--- src/rtl/arm_pipe_pkg.sv ---
// Shared ARMv8 pipeline definitions: datapath widths, the bubble word,
// the IF stage state encodings and the IF/ID register payload.
package arm_pipe_pkg;

   localparam int INSTR_W = 32;
   localparam int ADDR_W  = 64;

   localparam logic [INSTR_W-1:0] NOP_WORD_DEF = 32'h0000_0000;

   // S_REQ : fetch request outstanding at pc
   // S_HOLD: skid holds a word that the stalled IF/ID could not take
   // S_DROP: a fetch issued before a redirect is still outstanding
   typedef enum logic [1:0] {
      S_REQ  = 2'd0,
      S_HOLD = 2'd1,
      S_DROP = 2'd2
   } if_state_e;

   typedef struct packed {
      logic [INSTR_W-1:0] instr;
      logic [ADDR_W-1:0]  pc;
      logic [ADDR_W-1:0]  pc_link;
      logic               vld;
   } ifid_t;

endpackage

--- src/rtl/instruction_fetch_if_id_reg.sv ---
// IF/ID pipeline register. flush_i writes a bubble and wins over load_i;
// with neither asserted the register holds its contents.
module if_id_reg
   import arm_pipe_pkg::*;
#(
   parameter logic [INSTR_W-1:0] NOP_WORD = NOP_WORD_DEF
) (
   input  logic  clock,
   input  logic  reset,
   input  logic  load_i,
   input  logic  flush_i,
   input  ifid_t d_i,
   output ifid_t q_o
);

   ifid_t bubble;
   ifid_t ifid_q;

   assign bubble = '{instr: NOP_WORD, pc: '0, pc_link: '0, vld: 1'b0};
   assign q_o    = ifid_q;

   // Bubble on reset/flush, capture on load, otherwise hold.
   always_ff @(posedge clock or posedge reset) begin
      if (reset)        ifid_q <= bubble;
      else if (flush_i) ifid_q <= bubble;
      else if (load_i)  ifid_q <= d_i;
   end

endmodule

--- src/rtl/instruction_fetch.sv ---
// IF stage: PC, instruction-memory handshake, 1-entry stall skid and
// branch redirect/squash, feeding the IF/ID register.
// Optional build macro IF_PERF_CNT_EN adds saturating performance counters.
module instruction_fetch
   import arm_pipe_pkg::*;
#(
   parameter logic [ADDR_W-1:0]  PC_RESET = 64'h0,
   parameter logic [INSTR_W-1:0] NOP_WORD = NOP_WORD_DEF
) (
   input  logic               clock,
   input  logic               reset,
   input  logic               stall,
   input  logic               branch_taken,
   input  logic [ADDR_W-1:0]  branch_target,
   output logic               imem_req,
   output logic [ADDR_W-1:0]  imem_addr,
   input  logic               imem_valid,
   input  logic [INSTR_W-1:0] imem_rdata,
`ifdef IF_PERF_CNT_EN
   output logic [31:0]        perf_fetched,
   output logic [31:0]        perf_stall_cycles,
   output logic [31:0]        perf_flushes,
`endif
   output logic [INSTR_W-1:0] instruction,
   output logic [ADDR_W-1:0]  PC_out,
   output logic [ADDR_W-1:0]  PC_branch_link_out,
   output logic               if_valid
);

   if_state_e          state_q;
   logic [ADDR_W-1:0]  pc_q;
   logic [ADDR_W-1:0]  drop_addr_q;
   logic [ADDR_W-1:0]  skid_pc_q;
   logic [INSTR_W-1:0] skid_instr_q;

   logic  ifid_ld, ifid_fl;
   ifid_t ifid_d, ifid_q;

   // A stale fetch keeps its original address until the memory answers it.
   assign imem_req  = !reset && (state_q != S_HOLD);
   assign imem_addr = (state_q == S_DROP) ? drop_addr_q : pc_q;

   // IF/ID control: redirect squashes; otherwise take the fresh word or the
   // skid, or insert a bubble when nothing usable arrived and decode is free.
   always_comb begin
      ifid_ld = 1'b0;
      ifid_fl = 1'b0;
      ifid_d  = '{instr: skid_instr_q, pc: skid_pc_q,
                  pc_link: skid_pc_q + 64'd4, vld: 1'b1};
      if (branch_taken) begin
         ifid_fl = 1'b1;
      end else begin
         case (state_q)
            S_REQ: begin
               if (!stall && imem_valid) begin
                  ifid_ld = 1'b1;
                  ifid_d  = '{instr: imem_rdata, pc: pc_q,
                              pc_link: pc_q + 64'd4, vld: 1'b1};
               end else if (!stall) begin
                  ifid_fl = 1'b1;
               end
            end
            S_HOLD:  ifid_ld = !stall;
            default: ifid_fl = !stall;
         endcase
      end
   end

   // Fetch FSM with PC, skid and stale-request address.
   always_ff @(posedge clock or posedge reset) begin
      if (reset) begin
         state_q      <= S_REQ;
         pc_q         <= PC_RESET;
         drop_addr_q  <= '0;
         skid_pc_q    <= '0;
         skid_instr_q <= NOP_WORD;
      end else if (branch_taken) begin
         pc_q         <= branch_target & ~64'h3;
         skid_pc_q    <= '0;
         skid_instr_q <= NOP_WORD;
         if (state_q != S_HOLD && !imem_valid) begin
            state_q <= S_DROP;
            if (state_q == S_REQ) drop_addr_q <= pc_q;
         end else begin
            state_q <= S_REQ;
         end
      end else begin
         case (state_q)
            S_REQ: begin
               if (imem_valid) begin
                  pc_q <= pc_q + 64'd4;
                  if (stall) begin
                     skid_pc_q    <= pc_q;
                     skid_instr_q <= imem_rdata;
                     state_q      <= S_HOLD;
                  end
               end
            end
            S_HOLD:  if (!stall) state_q <= S_REQ;
            S_DROP:  if (imem_valid) state_q <= S_REQ;
            default: state_q <= S_REQ;
         endcase
      end
   end

   if_id_reg #(.NOP_WORD(NOP_WORD)) u_if_id (
      .clock   (clock),
      .reset   (reset),
      .load_i  (ifid_ld),
      .flush_i (ifid_fl),
      .d_i     (ifid_d),
      .q_o     (ifid_q)
   );

   assign instruction        = ifid_q.instr;
   assign PC_out             = ifid_q.pc;
   assign PC_branch_link_out = ifid_q.pc_link;
   assign if_valid           = ifid_q.vld;

`ifdef IF_PERF_CNT_EN
   logic [31:0] fetched_q, stall_cyc_q, flushes_q;

   // Saturating event counters.
   always_ff @(posedge clock or posedge reset) begin
      if (reset) begin
         fetched_q   <= '0;
         stall_cyc_q <= '0;
         flushes_q   <= '0;
      end else begin
         if (ifid_ld && !ifid_fl && ifid_d.vld && fetched_q != '1)
            fetched_q <= fetched_q + 32'd1;
         if (stall && stall_cyc_q != '1)
            stall_cyc_q <= stall_cyc_q + 32'd1;
         if (branch_taken && flushes_q != '1)
            flushes_q <= flushes_q + 32'd1;
      end
   end

   assign perf_fetched      = fetched_q;
   assign perf_stall_cycles = stall_cyc_q;
   assign perf_flushes      = flushes_q;
`endif

endmodule

--- config.mk ---
export PLATFORM = sky130hd
export DESIGN_NAME = instruction_fetch
export DESIGN_NICKNAME = d
export VERILOG_FILES = /design/src/rtl/arm_pipe_pkg.sv /design/src/rtl/instruction_fetch_if_id_reg.sv /design/src/rtl/instruction_fetch.sv
export SDC_FILE = /design/constraint.sdc
export NUM_CORES = 1
export LEC_CHECK = 0
export ABC_AREA = 1
export BUFFER_PORTS_ARGS = -buffer_cell sky130_fd_sc_hd__buf_2
export CAP_MARGIN = 20
export CORE_MARGIN = 8
export CORE_UTILIZATION = 58
export DETAILED_ROUTE_END_ITERATION = 10
export PLACE_DENSITY = 0.81
export SYNTH_ARGS = -nofsm -noshare
export SYNTH_HDL_FRONTEND = slang
export SYNTH_HIERARCHICAL = 1
export SYNTH_SLANG_ARGS = --single-unit
--- constraint.sdc ---
create_clock -name clock -period 11.2 [get_ports clock]
set_input_delay 2.8 -clock clock [delete_from_list [all_inputs] [get_ports clock]]
set_output_delay 2.8 -clock clock [all_outputs]
set_load 0.05 [all_outputs]
==> out/summary.md <==
The flow ran to the end, and the final reports show no timing, DRC or antenna violations. The run gives 0 as the number of design rule violations left after detail routing. The number of pins with negative max-slew slack in the final report was 0; the number of enable-type register cells in the synthesized netlist was 0.

Proportion of layout cells with a drive suffix above 1: 15.01%. The launch point of the critical path is reset. The commonest cells after synthesis are 1,059 x sky130_fd_sc_hd__nand2_1, 382 x sky130_fd_sc_hd__dfrtp_1, 343 x sky130_fd_sc_hd__o21ai_0. For the worst setup path, the data required time is 8.40 ns. The run gives 2,942 as the count of mapped cells out of synthesis. The critical path is of the in -> out type.

The largest individual stage delay along the critical path comes from the cell sky130_fd_sc_hd__buf_2. The logs give 0 ns for the sum of negative setup slack and 42 for the number of clock buffers inserted by TritonCTS. For this block, the initial DRC count from the detailed router was 2,876. For the post-CTS setup-driven buffer insertion count, the log shows 0. The number of nets with antenna violations after detailed routing came out at 0.

IR analysis of the VDD net gives a maximum drop of 0.1363 mV. The worst setup path is launched from a primary input. In this run the critical register-to-register path is captured at u_if_id/q_o[96]. The logs give 12.38 nW for the total leakage power and 70 for the cell row count.

The tightest hold path in the finished design has a slack of 0.4638 ns. The post-synthesis register bit count came out at 382. Setup violations remaining at the end of the flow were counted as 0. The peak fanout along the critical path is 3. The tools report the number of antenna violations at the first check in global routing as 1. The signal on the critical path passes through buf_2 > nor2_1 > buf_2. Number of gates given a new drive strength after cts: 0.

The largest single stage delay on the critical path is 0.26 ns. The longest clock path from root to sink contains 3 buffers. Yosys instantiated no cell more often than sky130_fd_sc_hd__nand2_1. The core region is 0.03626 mm^2. After detailed routing, the number of vias per cell comes to 5.983. The area enclosed by the die boundary was 0.04288 mm^2; the share of the clock period used by the worst path was 54.70%. After detailed routing, the average wire length per cell comes to 21.77 um.

The number of buffer and inverter stages on the critical path came out at 2. The worst register-to-register path has a setup slack of 7.89 ns. The data arrival time at the worst-slack endpoint is 3.33 ns. The wire length reported by the detailed router was 79.95 mm. The final-report hold violation count is 0, and the initial core utilization is 58.41%. The antenna diode count was 0; the cell area power density was 151.8 mW/mm^2. The count of buffers added on input and output ports is 322. The I/O pin total was 327. Yosys printed 6 warnings. Cell at the root of the clock tree: sky130_fd_sc_hd__clkbuf_16.

The wire-length estimate of the detail-placed layout is 57.42 mm. The number of stages on the worst hold path was 2. The tightest min-delay check is of the reg -> reg type. Counting cells, the worst reg-to-reg path comes to 9. Summing all placed instances gives a cell area of 0.02286 mm^2. The tools report the remaining global-route overflow as 0. After clock tree synthesis, the clock-pin slew on the worst setup and hold paths is 0.06 ns. In this run the number of H-tree levels came out at 2.

Commonest register cell after synthesis: sky130_fd_sc_hd__dfrtp_1. After Yosys synthesis, and, or, nand and nor cells account for 32.45% of the synthesized area. The logs give 21,220 for the via count of the first global-routing pass and 36.25% for the total track usage. The share of synthesized area spent on multiplexers came out at 0.09453%.

By area the synthesized netlist is led by sky130_fd_sc_hd__dfrtp_1 45%, sky130_fd_sc_hd__nand2_1 19%, sky130_fd_sc_hd__o21ai_0 8.1%, sky130_fd_sc_hd__nand3_1 5.9%, sky130_fd_sc_hd__inv_1 4.0%. Measured along the y axis, the die boundary spans 207.1 um. The slew of the pin with the lowest slew margin came out at 1.085 ns. The startpoint identified for the worst hold timing path is u_if_id/q_o[148]. The die is 207.1 um wide. Setup repair after global routing left no endpoint under its margin. The area share of fa/ha/maj cells after synthesis is 0.1182%.

The start of the worst register-to-register path is state_q[0]. The tools report the number of vias after detailed routing as 21,970. By area, the combinational part of the netlist is dominated by simple AND/OR/NAND/NOR gates.

Compared with the post-synthesis result, the final layout area differs by 14.69%. Summing the areas of all compound-gate instances in the mapped netlist gives 11.56% of the synthesized area. Of all flip-flops after synthesis, the portion carrying an async set or reset was 100.0%. The tools report the last element of the critical path as imem_req. The cell area after technology mapping was 0.02118 mm^2; the clock latency on the worst-skew pair was 0.58 ns. The synthesized netlist contains 41 unique library cells. For the global-route wire length before repair, the log shows 123.3 mm. Critical path depth: 3.

TritonCTS built the clock tree. After synthesis, the mean cell area works out to 7.198 um^2. Clock tree synthesis found a total of 382 sinks. The total of max-cap violations is 0.

The clock period could shrink to 6.127 ns. Routability-driven placement finished with a final weighted congestion of 0.9936. Hold repair after CTS inserted 0 buffers.

The kind of end point of the critical path is a primary output. The net count of the finished layout is 3,276. The headroom to the max-slew limit was 26.89%; the post-synthesis share of cell area spent on xor and xnor gates was 2.895%. In this run the biggest area consumer among cell types represents 45.14% of the synthesized area. The first detailed-routing pass took 9 iterations. Based on the critical path, the design can be clocked at up to 163.2 MHz.

Category of cells accounting for the largest share of critical-path delay: buffers and inverters. The pin count of the biggest net entering global routing was 146; the maximum clock skew at final layout was 0.01780 ns. Summed over all instances, the cell type with the most area after synthesis is sky130_fd_sc_hd__dfrtp_1. The most numerous cell on the critical path is sky130_fd_sc_hd__buf_2. The tools report the sequential share of the synthesized area as 45.14%. The finished cells cover 0.02429 mm^2.
==> cells by family (layout without fill, tap and decap cells) <==
family,after synthesis,in the layout
other cells,2,3
compound gates,455,455
simple gates,1636,1636
mux,2,2
flops,382,382
fa+ha+maj,2,2
xor+xnor,70,70
buf+inv,393,654
==> worst min-delay path, cell delays in order, from the launching register on <==
cell                      delay, ns
sky130_fd_sc_hd__dfrtp_1       0.33
sky130_fd_sc_hd__nand2_1       0.05
sky130_fd_sc_hd__nand2_1       0.05
==> worst min-delay path by stage <==
| stage | end | slack, ns |
|---|---|---|
| 2_1_floorplan | drop_addr_q[10] | 0.45 |
| 3_3_place_gp | u_if_id/q_o[67] | 0.45 |
| 3_5_place_dp | u_if_id/q_o[154] | 0.45 |
| 4_1_cts | u_if_id/q_o[148] | 0.47 |
| 5_1_grt | u_if_id/q_o[154] | 0.48 |
| 6_report | u_if_id/q_o[148] | 0.46 |
==> power breakdown <==
part | switching [mW] | internal (mW)
Combinational | 0.542 | 0.161
Sequential | 0.0906 | 1.48
Clock | 0.590 | 0.822
==> routing by layer <==
| layer | share of wire [%] | global-route usage [%] |
|---|---|---|
| met3 | 10 | 7.352 |
| met1 | 40 | 48.61 |
| met5 | 0 | 0 |
| met4 | 3.9 | 13.14 |
| met2 | 45 | 57.87 |
==> final cells by class <==
type                    count  area (um^2)
well taps                 468        585.6
clock inverters            19        231.5
repair buffers            342         1794
clock buffers              56         1155
fillers                  3093        11970
flip-flops and latches    382         9559
multi-input cells        2168        10060
inverters                 237        904.6
==> placed cells by master (no fill, tap or decap), drive strengths merged, types with 2 or more instances in the layout <==
cell and count:
a21oi 10, a31oi 2, and3 2, buf 342, bufinv 4, clkbuf 56
clkinv 14, conb 3, dfrtp 382, ha 2, inv 237, mux2i 2
nand2 1072, nand3 257, nand3b 4, nand4 31, nor2 238, nor3 30
o211ai 26, o21ai 354, o21bai 3, o221ai 6, o22ai 52, o31ai 2
xnor2 3, xor2 67
==> state kept, by name (all words and copies together) (netlist names) <==
register,flops
skid_instr_q,32
state_q,2
skid_pc_q,63
drop_addr_q,62
pc_q,62
u_if_id/q_o,161
==> per-stage QoR <==
stage	worst slack, ns	util (%)	total power [mW]	instances
after floorplan	2.351	-	2.072	2943
after CTS	5.069	66.86	3.679	3670
after global placement	4.809	63.03	2.257	3595
after detailed placement	4.666	63.03	2.277	3595
after global routing	4.974	66.99	3.812	3672
final	5.073	66.99	3.688	3672
Note: power is estimated with default switching activity, not from simulation.
